--- src/rtl/magic_adder_pipe.sv ---
// Two-stage pipelined magic adder: optional Gray-to-binary operand decode in
// stage 1, widened add with optional Gray re-encode in stage 2. Valid/ready
// streams on both sides with full throughput and backpressure.
module magic_adder_pipe #(
  parameter int unsigned W     = 3,
  parameter int unsigned CNT_W = 16
) (
  input  logic             clk,
  input  logic             rst,
  input  logic             in_valid,
  output logic             in_ready,
  input  logic [W-1:0]     a,
  input  logic [W-1:0]     b,
  input  logic             is_gray,
  input  logic             out_gray,
  output logic             out_valid,
  input  logic             out_ready,
  output logic [W:0]       sum,
  output logic [CNT_W-1:0] txn_count
);

  logic [W-1:0]     s1_a_q, s1_b_q;
  logic             s1_outg_q;
  logic             s1_valid_q;
  logic [W:0]       s2_sum_q;
  logic             s2_valid_q;
  logic [CNT_W-1:0] cnt_q;

  logic             s1_adv, s2_adv;
  logic [W-1:0]     a_bin, b_bin;
  logic [W:0]       sum_bin, sum_enc;

  // MSB passes through; each lower bit folds in the already-decoded bit above it.
  function automatic logic [W-1:0] gray2bin(input logic [W-1:0] g);
    logic [W-1:0] r;
    r[W-1] = g[W-1];
    for (int i = int'(W) - 2; i >= 0; i--) begin
      r[i] = r[i+1] ^ g[i];
    end
    return r;
  endfunction

  // Flow control: a stage may load when it is empty or its content is leaving.
  always_comb begin
    s2_adv    = !s2_valid_q || out_ready;
    s1_adv    = !s1_valid_q || s2_adv;
    in_ready  = s1_adv;
    out_valid = s2_valid_q;
    sum       = s2_sum_q;
    txn_count = cnt_q;
  end

  // Operand decode and widened add; the extra sum bit makes overflow impossible.
  always_comb begin
    a_bin   = is_gray ? gray2bin(a) : a;
    b_bin   = is_gray ? gray2bin(b) : b;
    sum_bin = {1'b0, s1_a_q} + {1'b0, s1_b_q};
    sum_enc = s1_outg_q ? (sum_bin ^ (sum_bin >> 1)) : sum_bin;
  end

  // Pipeline registers and completed-transaction counter; reset wins over transfers.
  always_ff @(posedge clk) begin
    if (rst) begin
      s1_a_q     <= '0;
      s1_b_q     <= '0;
      s1_outg_q  <= 1'b0;
      s1_valid_q <= 1'b0;
      s2_sum_q   <= '0;
      s2_valid_q <= 1'b0;
      cnt_q      <= '0;
    end else begin
      if (s1_adv) begin
        s1_valid_q <= in_valid;
        if (in_valid) begin
          s1_a_q    <= a_bin;
          s1_b_q    <= b_bin;
          s1_outg_q <= out_gray;
        end
      end
      if (s2_adv) begin
        s2_valid_q <= s1_valid_q;
        if (s1_valid_q) begin
          s2_sum_q <= sum_enc;
        end
      end
      if (s2_valid_q && out_ready) begin
        cnt_q <= cnt_q + CNT_W'(1);
      end
    end
  end

endmodule

--- config.mk ---
export PLATFORM = sky130hd
export DESIGN_NAME = magic_adder_pipe
export DESIGN_NICKNAME = d
export VERILOG_FILES = /design/src/rtl/magic_adder_pipe.sv
export SDC_FILE = /design/constraint.sdc
export NUM_CORES = 1
export LEC_CHECK = 0
export BUFFER_PORTS_ARGS = -buffer_cell sky130_fd_sc_hd__buf_4
export CAP_MARGIN = 20
export CORE_MARGIN = 4
export CORE_UTILIZATION = 59
export CTS_BUF_LIST = sky130_fd_sc_hd__clkbuf_8
export DETAILED_ROUTE_END_ITERATION = 16
export PLACE_DENSITY = 0.89
export SETUP_SLACK_MARGIN = 0.05
export SLEW_MARGIN = 10
export SYNTH_ARGS = -nofsm -noshare
export SYNTH_HDL_FRONTEND = slang
export SYNTH_SLANG_ARGS = --single-unit
--- constraint.sdc ---
create_clock -name clk -period 2.75 [get_ports clk]
set_input_delay 0.275 -clock clk [delete_from_list [all_inputs] [get_ports clk]]
set_output_delay 0.275 -clock clk [all_outputs]
set_load 0.01 [all_outputs]
==> results.sh, run 1 <==
export IMPL_cts_sinks=29
export IMPL_numCtsBuffers=5
export IMPL_port_buffers=33
export IMPL_die_w_um=56.6
export IMPL_drcViolationCount=0
export IMPL_hold_start="in_valid"
export IMPL_drive_gt1_share_pct=24.0
export IMPL_period_needed_ns=1.64
export IMPL_path_class="reg2reg"
export IMPL_status="finished, final reports clean"
export IMPL_critPathCaptureType="flip-flop"
export IMPL_synth_edf_count=0
export IMPL_antenna_found_initial=0
export IMPL_grt_overflow_total=0
export IMPL_ys_top_cells_by_count="dfxtp_1 (29), nor2_1 (23), nand2_1 (13), xor2_1 (11), xnor2_1 (10)"
export IMPL_pwr_share_comb_pct=10.7
export IMPL_drt_iter0_markers=22
export IMPL_dieArea_sq_um=3200
export IMPL_num_vias=1221
export IMPL_ys_warn_count=0
export IMPL_root_buffer="clkbuf_8"
export IMPL_post_cts_resized=0
export IMPL_clk_pin_slew_worst_paths_ns=0.06
export IMPL_path_common_cell="xnor2_1"
export IMPL_core_rowCount=17
export IMPL_cap_violations=0
export IMPL_swShare_pct=23.6
export IMPL_reg2reg_slack_ns=1.11
export IMPL_synth_nets=173
export IMPL_ctsLongestPathBuffers=2
export IMPL_critPathArrivalTime_ns=1.83
export IMPL_switchingPower_mw=0.219
export IMPL_rsz0062_at_grt="no"
export IMPL_fmax_mhz=609
export IMPL_start_util_pct=62.4
export IMPL_n_antenna_cell=0
export IMPL_fin_ws_ns=1.11
export IMPL_cts_tree="built"
export IMPL_dp_cells=212
export IMPL_slowest_stage="fa_1"
export IMPL_finalSetupViolCount=0
export IMPL_cp_max_fo=2
export IMPL_tns_ns=0
export IMPL_antenna_left=0
export IMPL_synth_seq_area_share_pct=41.7
export IMPL_worst_r2r_endpoint="sum[1]"
export IMPL_ff2ff_path_depth=7
export IMPL_multi_input_area_sq_um=767
export IMPL_path_buf_inv=1
export IMPL_viasPerCell=5.55
export IMPL_synth_top_area_share_pct=41.7
export IMPL_nNetsFinal=208
export IMPL_hold_viol_final=0
export IMPL_finalWirelength_mm=2.98
export IMPL_seq_area_sq_um=581
export IMPL_worstMarginPinSlew_ns=0.448
export IMPL_grt_max_degree=33
export IMPL_synthCells=156
export IMPL_cp_cell_sequence="ha_1 > inv_1 > fa_1 > xnor2_1 > nand2_1 > xnor2_1 > o31ai_1"
export IMPL_grt_usage_pct=20.3
export IMPL_io_pins=34
export IMPL_fin_util_pct=78.5
export IMPL_finClkSkew_ns=0.00540
export IMPL_dp_hpwl_mm=2.13
export IMPL_crit_family="adder cells"
export IMPL_fillers=148
export IMPL_cts_setup_buffers=0
export IMPL_holdPathEnd="s1_valid_q"
export IMPL_slew_viol_final=0
export IMPL_clock_power_share_pct=41.2
export IMPL_p_seq_share_pct=48.1
export IMPL_coreArea_sq_um=2230
export IMPL_clk_latency_ns=0.28
export IMPL_slew_headroom_pct=70.1
export IMPL_place_ws_ns=1.08
export IMPL_netlist_area_sq_um=1390
export IMPL_hold_buffers=0
export IMPL_instances_no_fill=220
export IMPL_drt_pass1_iter_count=4
export IMPL_design_area_sq_um=1750
export IMPL_grt_first_pass_wirelength_mm=5.11
export IMPL_hp_class="in2reg"
export IMPL_syn_area_per_cell_sq_um=8.93
export IMPL_die_h_um=56.6
export IMPL_syn2layout_area_growth_pct=25.9
export IMPL_p_leak_nw=0.726
export IMPL_grt_pass1_vias=1146
export IMPL_netlist_top_cells_area="dfxtp_1 (42%), xor2_1 (6.9%), xnor2_1 (6.3%), nor2_1 (6.2%), ha_1 (3.6%)"
export IMPL_synth_seq_cells=29
export IMPL_wl_per_cell_um=13.6
export IMPL_required_ns=2.94
export IMPL_cp_start_kind="flip-flop"
export IMPL_fin_crit_sh_pct=59.7
export IMPL_yosys_area_top_type="dfxtp_1"
export IMPL_irDropWorstVdd_mv=0.444
export IMPL_holdPathStages=3
export IMPL_p_per_area_nw_per_um2=529
export IMPL_place_area_sq_um=1650
export IMPL_r2r_start="s1_a_q[0]"
export IMPL_intPower_mw=0.710
export IMPL_yosysUniqueCellTypes=36
export IMPL_synthFlopType="dfxtp_1"
export IMPL_cts_max_level=2
export IMPL_gp_congestion=0.739
export IMPL_synth_most_common_cell="dfxtp_1"
export IMPL_synthArstFlopShare_pct=0
export IMPL_max_stage_delay_ns=0.37
[cells in the final DEF, fill, tap and decap left out, types with 6 or more instances in the layout]
| cell type | n |
|---|---|
| a211oi_1 | 6 |
| clkbuf_8 | 7 |
| a21oi_1 | 6 |
| nor2_1 | 23 |
| xnor2_1 | 10 |
| buf_4 | 33 |
| dfxtp_1 | 29 |
| inv_1 | 6 |
| nand3_1 | 6 |
| nand2_1 | 13 |
| xor2_1 | 11 |
[worst max path at each step]
stage / start / endpoint / slack [ns] / depth (start not counted)
2_1_floorplan: s1_a_q[0] / sum[1] / 1.21 / 7
3_3_place_gp: s1_a_q[0] / sum[1] / 1.18 / 7
3_5_place_dp: s1_a_q[0] / sum[1] / 1.08 / 7
4_1_cts: s1_a_q[0] / sum[1] / 1.09 / 7
5_1_grt: s1_a_q[0] / sum[1] / 0.93 / 7
6_report: s1_a_q[0] / sum[1] / 1.11 / 7
[layer usage]
layer | vias to the layer above | global-route usage [%] | share of wire (%) | routed length (um)
li1 | 605 | - | - | -
met3 | 8 | 8.05 | 6.2 | 186
met4 | 0 | 7.80 | 1.2 | 36
met5 | - | 0 | 0 | 0
met2 | 30 | 33.3 | 50 | 1490
met1 | 578 | 23.4 | 42 | 1270
[layout make-up]
cell class / instances / share of cell area [%]
tap: 28 / 2.00
inverter: 6 / 1.28
multi-input combinational: 116 / 43.7
sequential: 29 / 33.1
clock inverter: 1 / 0.285
timing repair buffer: 33 / 14.1
clock buffer: 7 / 5.49
[worst reg2reg max path, stage by stage, from the launching register on]
cell,delay (ns)
dfxtp_1,0.33
ha_1,0.17
inv_1,0.05
fa_1,0.37
xnor2_1,0.23
nand2_1,0.10
xnor2_1,0.13
o31ai_1,0.18
[state kept, by name (all words and copies together) (netlist names)]
name        cells
txn_count      16
sum             4
s1_b_q          3
s1_valid_q      1
out_valid       1
s1_outg_q       1
s1_a_q          3
[kinds of logic (layout without fill, tap and decap cells)]
logic type	after synthesis	count (layout)	synth area share, %
fa+ha+maj	5	5	5.03
flops	29	29	41.7
simple gates	67	67	24.4
compound gates	19	19	9.43
mux	4	4	2.96
xor+xnor	21	21	13.2
buf+inv	11	47	3.32
[stage by stage]
stage / total power [mW] / hold WS, ns
3_5_place_dp: 0.554 / 0.492
4_1_cts: 0.933 / 0.242
5_1_grt: 0.968 / 0.254
3_3_place_gp: 0.548 / 0.470
6_report: 0.928 / 0.245
2_1_floorplan: 0.517 / 0.404
[power by group through the flow]
stage | sequential, mW | combinational, mW | clock, mW
after floorplan | 0.456 | 0.0613 | 0
after global placement | 0.455 | 0.0936 | 0
after detailed placement | 0.456 | 0.0983 | 0
after CTS | 0.447 | 0.100 | 0.386
after global routing | 0.449 | 0.111 | 0.408
final | 0.447 | 0.0989 | 0.382
Power figures use the tool's default switching activity.
==> run 2: changes to the inputs <==
--- a/config.mk
+++ b/config.mk
@@ -8,10 +8,10 @@
 export BUFFER_PORTS_ARGS = -buffer_cell sky130_fd_sc_hd__buf_4
 export CAP_MARGIN = 20
 export CORE_MARGIN = 4
-export CORE_UTILIZATION = 59
+export CORE_UTILIZATION = 54
 export CTS_BUF_LIST = sky130_fd_sc_hd__clkbuf_8
 export DETAILED_ROUTE_END_ITERATION = 16
-export PLACE_DENSITY = 0.89
+export PLACE_DENSITY = 0.83
 export SETUP_SLACK_MARGIN = 0.05
 export SLEW_MARGIN = 10
 export SYNTH_ARGS = -nofsm -noshare
==> constraint.sdc (replaced) <==
create_clock -name clk -period 1.68 [get_ports clk]
set_input_delay 0.168 -clock clk [delete_from_list [all_inputs] [get_ports clk]]
set_output_delay 0.168 -clock clk [all_outputs]
set_load 0.01 [all_outputs]
==> results.sh, run 2 (same netlist as run 1, synthesis figures left out) <==
export IMPL_status="finished, final reports clean"
export IMPL_ctsLongestPathBuffers=2
export IMPL_p_leak_nw=0.754
export IMPL_critPathArrivalTime_ns=1.74
export IMPL_pwr_share_comb_pct=10.3
export IMPL_drt_pass1_iter_count=4
export IMPL_grt_first_pass_wirelength_mm=4.99
export IMPL_die_w_um=58.8
export IMPL_num_vias=1201
export IMPL_cp_max_fo=2
export IMPL_coreArea_sq_um=2480
export IMPL_finalWirelength_mm=2.90
export IMPL_reg2reg_slack_ns=0.14
export IMPL_crit_family="adder cells"
export IMPL_cp_start_kind="flip-flop"
export IMPL_antenna_left=0
export IMPL_slowest_stage="fa_2"
export IMPL_p_per_area_nw_per_um2=905
export IMPL_root_buffer="clkbuf_8"
export IMPL_dp_hpwl_mm=2.15
export IMPL_numCtsBuffers=5
export IMPL_wl_per_cell_um=12.9
export IMPL_port_buffers=33
export IMPL_gp_congestion=0.729
export IMPL_critPathCaptureType="flip-flop"
export IMPL_finalSetupViolCount=0
export IMPL_hold_buffers=0
export IMPL_slew_viol_final=0
export IMPL_p_seq_share_pct=44.7
export IMPL_final_cell_mix="buf_4 (35), dfxtp_1 (28), nor2_1 (23)"
export IMPL_start_util_pct=56.3
export IMPL_fin_crit_sh_pct=91.8
export IMPL_hold_viol_final=0
export IMPL_cts_max_level=2
export IMPL_finClkSkew_ns=0.00419
export IMPL_drcViolationCount=0
export IMPL_dieArea_sq_um=3460
export IMPL_grt_overflow_total=0
export IMPL_dp_cells=216
export IMPL_clock_power_share_pct=45.0
export IMPL_io_pins=34
export IMPL_hold_start="in_valid"
export IMPL_largest_reg_flops=16
export IMPL_fillers=207
export IMPL_rsz0062_at_grt="yes"
export IMPL_antenna_found_initial=0
export IMPL_period_needed_ns=1.54
export IMPL_clk_latency_ns=0.28
export IMPL_cts_tree="built"
export IMPL_r2r_start="s1_b_q[0]"
export IMPL_nNetsFinal=210
export IMPL_drive_gt1_share_pct=26.8
export IMPL_viasPerCell=5.36
export IMPL_swShare_pct=22.0
export IMPL_layout_commonest_cell="buf_4"
export IMPL_cp_cell_sequence="ha_1 > inv_1 > fa_2 > xnor2_2 > nand2_1 > xnor2_1 > o31ai_1"
export IMPL_max_stage_delay_ns=0.35
export IMPL_grt_max_degree=33
export IMPL_path_class="reg2reg"
export IMPL_hp_class="in2reg"
export IMPL_clk_pin_slew_worst_paths_ns=0.06
export IMPL_die_h_um=58.8
export IMPL_switchingPower_mw=0.360
export IMPL_required_ns=1.88
export IMPL_grt_pass1_vias=1194
export IMPL_crit_start="s1_b_q[0]"
export IMPL_core_rowCount=18
export IMPL_grt_usage_pct=19.1
export IMPL_n_antenna_cell=0
export IMPL_fmax_mhz=648
export IMPL_tns_ns=0
export IMPL_cap_violations=0
export IMPL_slew_headroom_pct=72.0
export IMPL_drt_iter0_markers=44
export IMPL_irDropWorstVdd_mv=0.755
export IMPL_intPower_mw=1.27
export IMPL_cts_setup_buffers=0
export IMPL_worstMarginPinSlew_ns=0.421
export IMPL_instances_no_fill=224
export IMPL_cts_sinks=29
export IMPL_path_buf_inv=1
export IMPL_syn2layout_area_growth_pct=29.4
-- run 2: cell type report --
cell class / count / area, sq um / area share, %
clock buffer: 6 / 82.6 / 4.58
timing repair buffer: 35 / 263 / 14.6
clock inverter: 2 / 33.8 / 1.87
tap: 30 / 37.5 / 2.08
inverter: 6 / 22.5 / 1.25
multi-input combinational: 116 / 783 / 43.4
sequential: 29 / 582 / 32.2
-- run 2: repair_timing --
item | CTS | global route
setup endpoints to repair | 1 | 3
pin swaps | 1 | 2
gates resized for setup | 2 | 4
-- run 2: power groups by stage --
stage                     clock network [mW]  logic (mW)  registers (mW)
after floorplan                            0       0.100           0.746
after global placement                     0       0.155           0.744
after detailed placement                   0       0.161           0.745
after CTS                              0.744       0.166           0.730
after global routing                   0.774       0.189           0.734
final                                  0.735       0.168           0.731
-- run 2: final timing paths --
check / to / depth (start not counted)
max: sum[1] / 7
min: s1_valid_q / 3
max reg2reg: sum[1] / 7
min reg2reg: out_valid / 2
-- run 2: worst reg2reg max path: stages, from the launching register on --
cell and delay, ns:
dfxtp_1 0.33, ha_1 0.16, inv_1 0.06, fa_2 0.36
xnor2_2 0.17, nand2_1 0.09, xnor2_1 0.13, o31ai_1 0.17
-- run 2: routing by layer --
| layer | wire length, um | GRT usage, % | vias to the layer above |
|---|---|---|---|
| met3 | 201 | 7.02 | 8 |
| met2 | 1420 | 32.6 | 37 |
| met1 | 1200 | 20.4 | 551 |
| met5 | 0 | 0 | - |
| li1 | - | - | 605 |
| met4 | 70 | 9.71 | 0 |
-- run 2: per-stage QoR --
stage	power (mW)	hold slack, ns	utilization, %	setup slack, ns	area, sq um
finish	1.63	0.134	72.8	0.137	1800
global placement	0.899	0.409	67.4	0.109	1670
global route	1.70	0.142	72.8	0.000980	1800
detailed placement	0.906	0.419	67.4	0.00364	1670
CTS	1.64	0.130	72.5	0.0836	1800
floorplan	0.847	0.297	-	0.145	1390
==> run 3: changes to the inputs <==
--- a/config.mk
+++ b/config.mk
@@ -12,6 +12,7 @@
 export CTS_BUF_LIST = sky130_fd_sc_hd__clkbuf_8
 export DETAILED_ROUTE_END_ITERATION = 16
 export PLACE_DENSITY = 0.83
+export RECOVER_POWER = 25
 export SETUP_SLACK_MARGIN = 0.05
 export SLEW_MARGIN = 10
 export SYNTH_ARGS = -nofsm -noshare
==> results.sh, run 3 (same netlist as run 1, synthesis figures left out) <==
export IMPL_r2r_start="txn_count[4]"
export IMPL_worst_r2r_endpoint="txn_count[15]"
export IMPL_drcViolationCount=0
export IMPL_layout_commonest_cell="dfxtp_1"
export IMPL_syn2layout_area_growth_pct=27.0
export IMPL_cts_max_level=2
export IMPL_swShare_pct=22.1
export IMPL_io_pins=34
export IMPL_core_rowCount=18
export IMPL_wl_per_cell_um=13.0
export IMPL_numCtsBuffers=5
export IMPL_cp_max_fo=6
export IMPL_antenna_left=0
export IMPL_n_antenna_cell=0
export IMPL_grt_pass1_vias=1194
export IMPL_finClkSkew_ns=0.00434
export IMPL_cp_cell_sequence="nand4_2 > nor3_2 > nand4_1 > mux2_1"
export IMPL_grt_usage_pct=19.1
export IMPL_period_needed_ns=1.54
export IMPL_p_seq_share_pct=44.9
export IMPL_finalSetupViolCount=0
export IMPL_antenna_found_initial=0
export IMPL_clk_pin_slew_worst_paths_ns=0.06
export IMPL_crit_family="simple AND/OR/NAND/NOR gates"
export IMPL_tns_ns=0
export IMPL_critPathArrivalTime_ns=1.71
export IMPL_dp_hpwl_mm=2.15
export IMPL_place_area_sq_um=1670
export IMPL_final_cell_mix="dfxtp_1 (28), buf_4 (26), nor2_1 (23)"
export IMPL_slew_headroom_pct=72.0
export IMPL_holdWs_ns=0.134
export IMPL_rsz0062_at_grt="yes"
export IMPL_cts_sinks=29
export IMPL_dp_cells=216
export IMPL_intPower_mw=1.27
export IMPL_ctsLongestPathBuffers=2
export IMPL_max_stage_delay_ns=0.45
export IMPL_cts_tree="built"
export IMPL_design_area_sq_um=1770
export IMPL_viasPerCell=5.37
export IMPL_grt_first_pass_wirelength_mm=4.99
export IMPL_drive_gt1_share_pct=22.2
export IMPL_holdPathEnd="s1_valid_q"
export IMPL_slowest_stage="dfxtp_1"
export IMPL_clk_latency_ns=0.28
export IMPL_finalWirelength_mm=2.91
export IMPL_clock_power_share_pct=45.1
export IMPL_hp_class="in2reg"
export IMPL_slew_viol_final=0
export IMPL_port_buffers=33
export IMPL_critPathCaptureType="flip-flop"
export IMPL_root_buffer="clkbuf_8"
export IMPL_hold_buffers=0
export IMPL_coreArea_sq_um=2480
export IMPL_ff2ff_path_depth=4
export IMPL_fmax_mhz=648
export IMPL_dieArea_sq_um=3460
export IMPL_die_h_um=58.8
export IMPL_p_per_area_nw_per_um2=919
export IMPL_p_total_mw=1.63
export IMPL_fin_crit_sh_pct=91.9
export IMPL_hold_start="in_valid"
export IMPL_path_class="reg2reg"
export IMPL_largest_reg_flops=16
export IMPL_p_leak_nw=0.716
export IMPL_cts_setup_buffers=0
export IMPL_drt_iter0_markers=37
export IMPL_die_w_um=58.8
export IMPL_start_util_pct=56.3
export IMPL_drt_pass1_iter_count=4
export IMPL_grt_max_degree=33
export IMPL_nNetsFinal=210
export IMPL_reg2reg_slack_ns=0.14
export IMPL_instances_no_fill=224
export IMPL_pwr_share_comb_pct=10.0
export IMPL_gp_congestion=0.729
export IMPL_holdPathStages=3
export IMPL_grt_overflow_total=0
export IMPL_path_buf_inv=0
export IMPL_hold_viol_final=0
export IMPL_required_ns=1.85
export IMPL_irDropWorstVdd_mv=0.755
export IMPL_cp_start_kind="flip-flop"
export IMPL_cap_violations=0
export IMPL_switchingPower_mw=0.359
export IMPL_worstMarginPinSlew_ns=0.421
export IMPL_status="finished, final reports clean"
export IMPL_num_vias=1203
run 3: cell types whose count changed in the layout (fill, tap and decap cells not counted):
cell	previous run	this run
buf_4	35	26
clkbuf_1	0	9
run 3: power groups by stage:
| stage | Clock [mW] | Sequential, mW | Combinational [mW] |
|---|---|---|---|
| CTS | 0.744 | 0.730 | 0.166 |
| finish | 0.734 | 0.731 | 0.162 |
| detailed placement | 0 | 0.745 | 0.161 |
| global route | 0.774 | 0.734 | 0.183 |
| floorplan | 0 | 0.746 | 0.100 |
| global placement | 0 | 0.744 | 0.155 |
run 3: worst min-delay path, stage by stage:
cell and delay (ns):
buf_4 0.11, inv_1 0.04, a21oi_1 0.05
run 3: timing repair:
action | 4_1_cts | 5_1_grt
setup endpoints to repair | 1 | 3
cloned | 0 | 0
pin swaps | 1 | 2
gates resized for setup | 2 | 4
run 3: routing by layer:
metal / wire [um] / part of all wire (%) / vias up / GRT usage, %
li1: - / - / 605 / -
met1: 1200 / 41 / 553 / 20.4
met2: 1430 / 49 / 37 / 32.6
met3: 208 / 7.2 / 8 / 7.02
met4: 70 / 2.4 / 0 / 9.71
met5: 0 / 0 / - / 0
run 3: layout make-up:
type	count	area, sq um
fillers	214	707
multi-input cells	116	783
inverters	6	22.5
clock inverters	2	33.8
flip-flops and latches	29	582
clock buffers	6	82.6
repair buffers	35	229
well taps	30	37.5
run 3: how the worst max path moves through the flow:
stage | from | to | slack, ns | cells past startpoint
final | txn_count[4] | txn_count[15] | 0.14 | 4
after detailed placement | s1_a_q[0] | sum[1] | 0.004 | 7
after CTS | s1_a_q[0] | sum[1] | 0.08 | 7
after global placement | s1_a_q[0] | sum[1] | 0.11 | 7
after floorplan | s1_a_q[0] | sum[1] | 0.14 | 7
after global routing | s1_b_q[0] | sum[1] | 0.001 | 7
run 3: through the flow:
stage | utilization (%) | setup slack [ns]
floorplan | - | 0.145
global placement | 67.4 | 0.109
detailed placement | 67.4 | 0.00364
CTS | 72.5 | 0.0836
global route | 71.5 | 0.000980
finish | 71.5 | 0.137
